==> src/rtl/cp0_pkg.sv <==
// Shared constants for the CP0 exception unit: register numbers, exception codes,
// Status/Cause bit positions and the redirect FSM state type.
package cp0_pkg;

  localparam logic [4:0] RegCount   = 5'd9;
  localparam logic [4:0] RegCompare = 5'd11;
  localparam logic [4:0] RegStatus  = 5'd12;
  localparam logic [4:0] RegCause   = 5'd13;
  localparam logic [4:0] RegEpc     = 5'd14;

  localparam logic [4:0] ExcInt = 5'd0;
  localparam logic [4:0] ExcRi  = 5'd10;
  localparam logic [4:0] ExcOv  = 5'd12;

  localparam int unsigned StatusIeBit   = 0;
  localparam int unsigned StatusExlBit  = 1;
  localparam int unsigned CauseExcLo    = 2;
  localparam int unsigned CauseIpLo     = 8;
  localparam int unsigned CauseTimerBit = 15;

  typedef enum logic [0:0] {
    StRun,
    StRedirect
  } cp0_state_e;

endpackage

==> src/rtl/cp0_timer.sv <==
// Count/Compare timer: free-running Count, Compare match latches the timer interrupt
// pending bit until software rewrites Compare.
module cp0_timer #(
  parameter int unsigned XLEN = 32
) (
  input  logic            clk,
  input  logic            rst,
  input  logic            count_we,
  input  logic            compare_we,
  input  logic [XLEN-1:0] wdata,
  output logic [XLEN-1:0] count,
  output logic [XLEN-1:0] compare,
  output logic            ip7
);

  always_ff @(posedge clk or negedge rst) begin
    if (!rst) begin
      count   <= '0;
      compare <= '1;
      ip7     <= 1'b0;
    end else begin
      // A software load replaces this cycle's increment.
      if (count_we) begin
        count <= wdata;
      end else begin
        count <= count + XLEN'(1);
      end
      if (compare_we) begin
        compare <= wdata;
      end
      if (compare_we) begin
        ip7 <= 1'b0;
      end else if (count == compare) begin
        ip7 <= 1'b1;
      end
    end
  end

endmodule

==> src/rtl/cp0_exception_unit.sv <==
// CP0 exception/interrupt controller: prioritises Ov/RI/ERET/Int, updates Status/Cause/EPC
// and holds a registered PC redirect plus stage flushes until the pipeline takes it.
module cp0_exception_unit
  import cp0_pkg::*;
#(
  parameter int unsigned     XLEN       = 32,
  parameter int unsigned     NUM_IRQ    = 6,
  parameter logic [XLEN-1:0] EXC_VECTOR = 32'h0000_0180
) (
  input  logic               clk,
  input  logic               rst,
  input  logic               ex_ovf_i,
  input  logic [XLEN-1:0]    ex_pc_i,
  input  logic               id_valid_i,
  input  logic               id_ri_i,
  input  logic               id_eret_i,
  input  logic [XLEN-1:0]    id_pc_i,
  input  logic [NUM_IRQ-1:0] irq_i,
  input  logic               stall_i,
  input  logic               cp0_we_i,
  input  logic [4:0]         cp0_addr_i,
  input  logic [XLEN-1:0]    cp0_wdata_i,
  output logic [XLEN-1:0]    cp0_rdata_o,
  output logic               redirect_o,
  output logic [XLEN-1:0]    redirect_pc_o,
  output logic               flush_if_o,
  output logic               flush_id_o,
  output logic               flush_ex_o,
  output logic [XLEN-1:0]    epc_o,
  output logic               exl_o
);

  logic [NUM_IRQ-1:0] irq_meta;
  logic [NUM_IRQ-1:0] irq_sync;

  logic               ie_q;
  logic               exl_q;
  logic [NUM_IRQ-1:0] im_q;
  logic               im_timer_q;
  logic [4:0]         exc_code_q;
  logic [XLEN-1:0]    epc_q;

  logic [XLEN-1:0]    count;
  logic [XLEN-1:0]    compare;
  logic               ip7;

  cp0_state_e         state_q;
  logic               redirect_q;
  logic [XLEN-1:0]    redirect_pc_q;
  logic               flush_if_q;
  logic               flush_id_q;
  logic               flush_ex_q;

  logic wr_count;
  logic wr_compare;
  logic wr_status;
  logic wr_cause;
  logic wr_epc;

  assign wr_count   = cp0_we_i && (cp0_addr_i == RegCount);
  assign wr_compare = cp0_we_i && (cp0_addr_i == RegCompare);
  assign wr_status  = cp0_we_i && (cp0_addr_i == RegStatus);
  assign wr_cause   = cp0_we_i && (cp0_addr_i == RegCause);
  assign wr_epc     = cp0_we_i && (cp0_addr_i == RegEpc);

  cp0_timer #(
    .XLEN(XLEN)
  ) u_timer (
    .clk       (clk),
    .rst       (rst),
    .count_we  (wr_count),
    .compare_we(wr_compare),
    .wdata     (cp0_wdata_i),
    .count     (count),
    .compare   (compare),
    .ip7       (ip7)
  );

  always_ff @(posedge clk or negedge rst) begin
    if (!rst) begin
      irq_meta <= '0;
      irq_sync <= '0;
    end else begin
      irq_meta <= irq_i;
      irq_sync <= irq_meta;
    end
  end

  logic int_pending;
  logic ev_ov;
  logic ev_ri;
  logic ev_eret;
  logic ev_int;

  assign int_pending = |({ip7, irq_sync} & {im_timer_q, im_q});
  assign ev_ov       = ex_ovf_i;
  assign ev_ri       = id_valid_i & id_ri_i;
  assign ev_eret     = id_valid_i & id_eret_i;
  assign ev_int      = id_valid_i & ie_q & ~exl_q & int_pending;

  logic            take_exc;
  logic            take_eret;
  logic            hw_epc;
  logic [4:0]      sel_code;
  logic [XLEN-1:0] sel_epc;
  logic            sel_flush_ex;

  // Events are only considered in RUN; during REDIRECT the pipeline is being flushed.
  always_comb begin
    take_exc     = 1'b0;
    take_eret    = 1'b0;
    sel_code     = ExcInt;
    sel_epc      = id_pc_i;
    sel_flush_ex = 1'b0;
    if (state_q == StRun) begin
      if (ev_ov) begin
        take_exc     = 1'b1;
        sel_code     = ExcOv;
        sel_epc      = ex_pc_i;
        sel_flush_ex = 1'b1;
      end else if (ev_ri) begin
        take_exc = 1'b1;
        sel_code = ExcRi;
      end else if (ev_eret) begin
        take_eret = 1'b1;
      end else if (ev_int) begin
        take_exc = 1'b1;
      end
    end
  end

  // Nested exceptions (EXL already set) only redirect; EPC/ExcCode keep the first cause.
  assign hw_epc = take_exc & ~exl_q;

  always_ff @(posedge clk or negedge rst) begin
    if (!rst) begin
      ie_q       <= 1'b0;
      exl_q      <= 1'b0;
      im_q       <= '0;
      im_timer_q <= 1'b0;
      exc_code_q <= '0;
      epc_q      <= '0;
    end else begin
      if (take_exc) begin
        exl_q <= 1'b1;
      end else if (take_eret) begin
        exl_q <= 1'b0;
      end else if (wr_status) begin
        ie_q       <= cp0_wdata_i[StatusIeBit];
        exl_q      <= cp0_wdata_i[StatusExlBit];
        im_q       <= cp0_wdata_i[CauseIpLo +: NUM_IRQ];
        im_timer_q <= cp0_wdata_i[CauseTimerBit];
      end
      if (hw_epc) begin
        exc_code_q <= sel_code;
        epc_q      <= sel_epc;
      end else begin
        if (wr_cause) begin
          exc_code_q <= cp0_wdata_i[CauseExcLo +: 5];
        end
        if (wr_epc) begin
          epc_q <= cp0_wdata_i;
        end
      end
    end
  end

  always_ff @(posedge clk or negedge rst) begin
    if (!rst) begin
      state_q       <= StRun;
      redirect_q    <= 1'b0;
      redirect_pc_q <= '0;
      flush_if_q    <= 1'b0;
      flush_id_q    <= 1'b0;
      flush_ex_q    <= 1'b0;
    end else begin
      case (state_q)
        StRun: begin
          if (take_exc || take_eret) begin
            state_q       <= StRedirect;
            redirect_q    <= 1'b1;
            redirect_pc_q <= take_eret ? epc_q : EXC_VECTOR;
            flush_if_q    <= 1'b1;
            flush_id_q    <= take_exc;
            flush_ex_q    <= sel_flush_ex;
          end
        end
        StRedirect: begin
          if (!stall_i) begin
            state_q       <= StRun;
            redirect_q    <= 1'b0;
            redirect_pc_q <= '0;
            flush_if_q    <= 1'b0;
            flush_id_q    <= 1'b0;
            flush_ex_q    <= 1'b0;
          end
        end
        default: state_q <= StRun;
      endcase
    end
  end

  always_comb begin
    cp0_rdata_o = '0;
    case (cp0_addr_i)
      RegCount:   cp0_rdata_o = count;
      RegCompare: cp0_rdata_o = compare;
      RegStatus: begin
        cp0_rdata_o[StatusIeBit]           = ie_q;
        cp0_rdata_o[StatusExlBit]          = exl_q;
        cp0_rdata_o[CauseIpLo +: NUM_IRQ]  = im_q;
        cp0_rdata_o[CauseTimerBit]         = im_timer_q;
      end
      RegCause: begin
        cp0_rdata_o[CauseExcLo +: 5]       = exc_code_q;
        cp0_rdata_o[CauseIpLo +: NUM_IRQ]  = irq_sync;
        cp0_rdata_o[CauseTimerBit]         = ip7;
      end
      RegEpc:     cp0_rdata_o = epc_q;
      default:    cp0_rdata_o = '0;
    endcase
  end

  assign redirect_o    = redirect_q;
  assign redirect_pc_o = redirect_pc_q;
  assign flush_if_o    = flush_if_q;
  assign flush_id_o    = flush_id_q;
  assign flush_ex_o    = flush_ex_q;
  assign epc_o         = epc_q;
  assign exl_o         = exl_q;

endmodule
==> config.mk <==
export PLATFORM = sky130hd
export DESIGN_NAME = cp0_exception_unit
export DESIGN_NICKNAME = d
export VERILOG_FILES = /design/src/rtl/cp0_pkg.sv /design/src/rtl/cp0_timer.sv /design/src/rtl/cp0_exception_unit.sv
export SDC_FILE = /design/constraint.sdc
export NUM_CORES = 1
export LEC_CHECK = 0
export ABC_AREA = 1
export BUFFER_PORTS_ARGS = -buffer_cell sky130_fd_sc_hd__buf_2
export CORE_MARGIN = 2
export CORE_UTILIZATION = 54
export CTS_CLUSTER_SIZE = 8
export DETAILED_ROUTE_END_ITERATION = 10
export PLACE_DENSITY = 0.79
export SKIP_LAST_GASP = 1
export SLEW_MARGIN = 0
export SYNTH_ARGS = -nofsm -noshare
export SYNTH_HDL_FRONTEND = slang
export SYNTH_SLANG_ARGS = --single-unit
==> constraint.sdc <==
create_clock -name clk -period 2.1 [get_ports clk]
set_input_delay 0.21 -clock clk [delete_from_list [all_inputs] [get_ports clk]]
set_output_delay 0.21 -clock clk [all_outputs]
set_load 0.03 [all_outputs]
==> results.tsv, run 1 <==
metric	value	unit
outcome	completed	
critPathArrivalTime	2.24	ns
hold_slack	0.00811	ns
end_kind	register	
rows	46	
grt_overflow	0	
synthToLayoutAreaGrowth	22.4	%
yosysSeqAreaShare	0.452	
max_stage_delay	0.52	ns
min_path_type	input port to register	
critPathKind	register to register	
grt_pass1_wl	45400	µm
ys_ff_latch	159	
ys_top_cells_by_area	dfrtp_1, nand2_1, dfstp_2	
finish.instance_area	0.0109	mm²
p_per_area	1100	mW/mm²
path_max_fanout	33	
synth_compound_area_frac	0.124	
cts_tree	built	
vias	9011	
cts_buffers	17	
syn_area_per_cell	7.72	µm²
cts_setup_buffers	0	
grt_max_degree	61	
clockRootBuffer	clkbuf_16	
worst_pin_slew	0.683	ns
r2r_start	im_q[2]	
grt_pass1_vias	8544	
die_area	0.0175	mm²
crit_top_cell	nand2_1	
slowest_stage	inv_2	
setup_violations	0	
clk_pin_slew	0.06	ns
slew_violations	0	
synth_mux_area_frac	0	
synthCells	1153	
cp-start-kind	register	
start_util	0.556	
yosys_warnings	0	
clockBufferDepth	2	
synth_top_area_share	0.357	
routedWlPerCell	18.1	µm
drive_gt1_frac	0.276	
ios	216	
vdd_drop_max	691	µV
diodes	0	
hold_viol_final	0	
crit_chain	nand2_1, nand2_1, nor2_1, nand2_1, nand2_1, nand2_2, inv_2, nand3_1, nand3_1	
htree_levels	4	
wirelength	28900	µm
track_usage	0.331	
tns	0	ns
synthAdderAreaFrac	0.00141	
fillers	1378	
nets	1484	
ant_nets	0	
gp_congestion	1.04	
worst_slack	0.217	ns
worstSetupStartpoint	im_q[2]	
finalPower	12000	µW
yosys.area.top_type	dfrtp_1	
synth_cell_types	36	
skew	0.00852	ns
syn-num-nets	1269	
post-place-ws	0.293	ns
io_buffers	215	
leakage	0.00555	µW
fin_crit_sh	0.897	
fin_crit	1.88	ns
synthXorXnorAreaFrac	0.0226	
clock_sinks	159	
dp_hpwl	21300	µm
post_synth_instance_area	0.00890	mm²
core_area	0.0160	mm²
clk_latency	0.42	ns
drc	0	
slew_headroom	0.544	
drv_cap	0	
drtPass1Iterations	5	
fp.dieW	132	µm
vias_per_cell	5.64	
dpl_cell_area	0.0102	mm²
antenna_found_initial	0	
hold_path_startpoint	cp0_wdata_i[17]	
fp.dieH	132	µm
synthSimpleGateAreaFrac	0.314	
fmax	531	MHz
synth_top_family_by_area	simple AND/OR/NAND/NOR gates	
rsz0062_at_grt	false	
drt_iter0_drc	772	
crit_required	2.45	ns
cells in the final DEF, fill, tap and decap left out, types with 4 or more instances in the layout:
cell type        n
nand2_1        386
nand3_1        133
nand4_1          5
o21ai_2         15
xor2_1           7
nor2_4           4
dfrtp_1        127
buf_4           19
o21ai_1          7
xnor2_1         16
dlygate4sd3_1    7
buf_12           7
o21ai_0         58
nor2_2           7
nor3_2           5
inv_1          108
clkbuf_16       17
inv_2            6
clkinv_4         4
dfstp_2         32
buf_2          214
o221ai_1        20
o211ai_1        36
nor2_1          53
a22oi_1         22
or2_2           32
nor3_1           6
cell usage after synthesis, drive strengths merged:
master   number
a21oi         1
a22oi        22
a31oi         1
buf          32
clkbuf       20
dfrtp       127
dfstp        32
ha            1
inv         115
nand2       390
nand3       135
nand3b        1
nand4         5
nor2         65
nor3         11
o2111ai       3
o211ai       36
o21ai        80
o221ai       20
or2          33
xnor2        16
xor2          7
cell families (layout without fill, tap and decap cells):
family / after synthesis / in the layout
flip-flops: 159 / 159
buffers and inverters: 167 / 395
AND/OR/NAND/NOR: 640 / 640
XOR/XNOR: 23 / 23
AO/OA/AOI/OAI: 163 / 163
adder cells (fa/ha/maj): 1 / 1
repair_timing:
action                                 CTS  global route
endpoints found under the hold margin   50             0
hold buffers                             7             0
gates resized for setup                  0             0
stage by stage:
| step | util | instances |
|---|---|---|
| detailed placement | 0.638 | 1558 |
| global placement | 0.638 | 1558 |
| CTS | 0.681 | 1597 |
| global route | 0.681 | 1597 |
| finish | 0.681 | 1597 |
| floorplan | - | 1153 |
area by class of cell:
class / instances / area (µm²) / area share
Tap cell: 216 / 270 / 0.0248
Inverter: 115 / 439 / 0.0403
Clock buffer: 20 / 457 / 0.0419
Sequential cell: 159 / 4020 / 0.369
Timing Repair Buffer: 248 / 1440 / 0.132
Multi-Input combinational cell: 827 / 4120 / 0.378
Clock inverter: 12 / 159 / 0.0146
per-layer routing:
layer,share of wire,global-route usage,vias to the layer above,wire [µm]
met4,0.029,0.119,0,852
met1,0.41,0.449,4277,12000
met2,0.47,0.530,467,13600
met5,0,0,-,0
met3,0.088,0.0677,53,2550
li1,-,-,4214,-
path summary, 6_finish.rpt:
kind | end | slack (ns) | depth (start not counted)
worst max-delay path | epc_o[5] | 0.22 | 9
worst min-delay path | u_timer.compare[17] | 0.008 | 3
worst max register to register | epc_o[5] | 0.22 | 9
worst min register to register | irq_sync[5] | 0.35 | 0
max in group asynchronous | u_timer.compare[3] | 1.08 | 3
min in group asynchronous | epc_o[16] | 0.28 | 2
where the power goes:
group          internal [µW]  leakage (µW)  switching (µW)
logic                   1270       0.00331            2700
registers               3950       0.00195             862
clock network           1940      0.000297            1280
total                   7160       0.00555            4850
state kept, by name (all words and copies together) (netlist names), 5 cells and up:
register / flops
u_timer.count: 32
im_q: 6
irq_meta: 6
epc_o: 32
irq_sync: 6
u_timer.compare: 32
exc_code_q: 5
redirect_pc_o: 32
worst max-delay path: cells and delay by family (launching register included):
kind                   cells  cell delay (ns)
AND/OR/NAND/NOR            8             0.89
flip-flops                 1             0.40
buffers and inverters      1             0.52
Power figures use the tool's default switching activity.
==> run 2, diff against run 1 <==
--- a/config.mk
+++ b/config.mk
@@ -5,13 +5,13 @@
 export SDC_FILE = /design/constraint.sdc
 export NUM_CORES = 1
 export LEC_CHECK = 0
-export ABC_AREA = 1
 export BUFFER_PORTS_ARGS = -buffer_cell sky130_fd_sc_hd__buf_2
 export CORE_MARGIN = 2
-export CORE_UTILIZATION = 54
+export CORE_UTILIZATION = 55
+export CTS_BUF_LIST = sky130_fd_sc_hd__clkbuf_2 sky130_fd_sc_hd__clkbuf_4 sky130_fd_sc_hd__clkbuf_8
 export CTS_CLUSTER_SIZE = 8
 export DETAILED_ROUTE_END_ITERATION = 10
-export PLACE_DENSITY = 0.79
+export PLACE_DENSITY = 0.82
 export SKIP_LAST_GASP = 1
 export SLEW_MARGIN = 0
 export SYNTH_ARGS = -nofsm -noshare
==> run 2 against run 1 <==
Against the previous run: clock power shrank 19%; total power shrank 4.3%; area after synthesis shrank 7.5%; design area shrank 4.9%; clock-buffer cell count shrank 2; sequential power grew 3%; critical path depth shrank 3; register-to-register slack lost 0.14 ns; via count shrank 18%; sequential share of layout area grew 1.9 points.
==> results.tsv, run 2 <==
metric	value	unit
vias	7381	
p_int	6990	µW
syn_area_per_cell	10.1	µm²
critPathKind	register to register	
grt_overflow	0	
outcome	completed	
synthArstFlopShare	1.00	
switching_share	0.392	
slew_violations	0	
cts_buffers	17	
gp_congestion	0.915	
post-place-ws	0.0321	ns
crit_required	2.47	ns
synth_mux_area_frac	0.115	
grt_pass1_wl	38100	µm
worstSetupStartpoint	im_q[0]	
grt.met2_usage	0.482	
fmax	494	MHz
io_buffers	215	
start_util	0.564	
critPathArrivalTime	2.40	ns
grt_pass1_vias	7283	
diodes	0	
synth_compound_area_frac	0.143	
yosys.area.top_type	dfrtp_1	
wirelength	24100	µm
clock_sinks	159	
yosysSeqAreaShare	0.488	
rows	44	
worst_slack	0.0754	ns
vias_per_cell	5.94	
synth_top_family_by_area	simple AND/OR/NAND/NOR gates	
critPathBufInv	1	
htree_levels	4	
setup_violations	0	
path_max_fanout	20	
syn-num-nets	927	
leakage	0.00502	µW
fin_crit_sh	0.964	
worst_pin_slew	0.642	ns
synthCells	811	
nets	1161	
fp.dieW	126	µm
slowest_stage	dfrtp_1	
p_per_area	1110	mW/mm²
grt_max_degree	62	
clk_pin_slew	0.09	ns
synthXorXnorAreaFrac	0.0660	
cts_tree	built	
antenna_found_initial	0	
synth_edf_count	0	
routedWlPerCell	19.4	µm
clock_power_share	0.227	
ios	216	
skew	0.0107	ns
yosys_warnings	0	
grt_use_met3	0.0658	
core_area	0.0146	mm²
drc	0	
drv_cap	0	
grt_use_met1	0.420	
ant_nets	0	
min_path_type	input port to register	
synth_most_common_cell	dfrtp_1	
track_usage	0.304	
path_delay_family	compound AO/OA/AOI/OAI gates	
fin_crit	2.02	ns
ys_top_cells_by_area	dfrtp_1, dfstp_2, mux2i_1	
final_cell_mix	buf_2, dfrtp_1, nand2_1, a21oi_1, mux2i_1	
hold_viol_final	0	
synth_top_flop_cell	dfrtp_1	
drtPass1Iterations	8	
max_stage_delay	0.43	ns
rsz0062_at_grt	true	
synthSimpleGateAreaFrac	0.149	
vdd_drop_max	780	µV
hold_path_startpoint	ex_pc_i[18]	
p_switching	4510	µW
cts_setup_buffers	0	
tns	0	ns
clk_latency	0.46	ns
synth_commonest_cells	dfrtp_1, nand2_1, a21oi_1	
fp.dieH	126	µm
drt_iter0_drc	809	
gr-max-usage-layer	met2	
synth_cell_types	45	
synth_top_area_share	0.386	
dp_hpwl	17100	µm
r2r_start	im_q[0]	
dpl_cell_area	0.00974	mm²
cp-start-kind	register	
post_synth_instance_area	0.00823	mm²
die_area	0.0160	mm²
synthAdderAreaFrac	0.00152	
ys_ff_latch	159	
final_common_cell	buf_2	
end_kind	register	
clockRootBuffer	clkbuf_8	
sequentialPowerShare	0.432	
drive_gt1_frac	0.364	
combPwrFrac	0.342	
slew_headroom	0.572	
synthToLayoutAreaGrowth	25.9	%
clockBufferDepth	2	
hold_slack	0.0184	ns
finish.instance_area	0.0104	mm²
crit_chain	a222oi_1, nand3_2, a21oi_4, nand2_1, buf_4, o21ai_0	
run 2: cell count changes in the layout (fill, tap and decap cells not counted), sizes merged, moves of 24 or more:
cell and delta:
a211oi +32, a21oi +70, inv -96, mux2 +41, mux2i +48, nand2 -292, nand3 -118, nor2 -25
nor2b +34, o211ai -36, o21ai -40, or2 -32, xnor2 +24
run 2: layout make-up:
cell class                 instances  area [µm²]
multi-input combinational        576        3960
fill                            1111        4230
clock buffer                      18         248
inverter                          19        71.3
timing repair buffer             272        1620
sequential                       159        4020
clock inverter                    14         214
tap                              184         230
run 2: power groups by stage:
stage | Clock, µW | Sequential, µW | Combinational, µW
global placement | 0 | 4950 | 3780
detailed placement | 0 | 4980 | 3870
finish | 2610 | 4960 | 3930
global route | 2760 | 5060 | 4210
CTS | 2640 | 4930 | 3910
floorplan | 0 | 5480 | 1860
run 2: stage by stage:
| step | total power, µW | std cells | util |
|---|---|---|---|
| after floorplan | 7340 | 811 | - |
| after global placement | 8730 | 1196 | 0.668 |
| after detailed placement | 8850 | 1196 | 0.668 |
| after CTS | 11500 | 1242 | 0.709 |
| after global routing | 12000 | 1242 | 0.710 |
| final | 11500 | 1242 | 0.710 |
run 2: repair_timing:
| action | in CTS | in global routing |
|---|---|---|
| hold endpoints to repair | 140 | 0 |
| pin swaps | 0 | 1 |
| hold buffers | 14 | 0 |
| endpoints found under the setup margin | 3 | 43 |
| resized for setup | 1 | 4 |
run 2: per-layer routing:
layer,vias up,share of wire
met2,365,0.47
met3,47,0.075
met5,-,0
met1,3622,0.43
li1,3347,-
met4,0,0.022
run 2: cells by family (layout without fill, tap and decap cells):
group / count (synthesis) / after routing
fa+ha+maj: 1 / 1
flops: 159 / 159
compound gates: 185 / 185
buf+inv: 76 / 323
xor+xnor: 62 / 62
mux: 89 / 89
simple gates: 239 / 239
run 2: tightest hold or removal path, stage by stage:
cell	delay, ns
buf_2	0.08
a211oi_1	0.05
a21oi_1	0.10
run 2: path summary, 6_finish.rpt:
check | depth (start not counted) | end | slack [ns]
setup / recovery | 6 | redirect_pc_o[1] | 0.08
hold / removal | 3 | epc_o[18] | 0.02
setup reg to reg | 6 | redirect_pc_o[1] | 0.08
hold reg to reg | 0 | irq_sync[2] | 0.35
max in group asynchronous | 3 | u_timer.compare[23] | 1.17
min in group asynchronous | 2 | redirect_pc_o[4] | 0.17
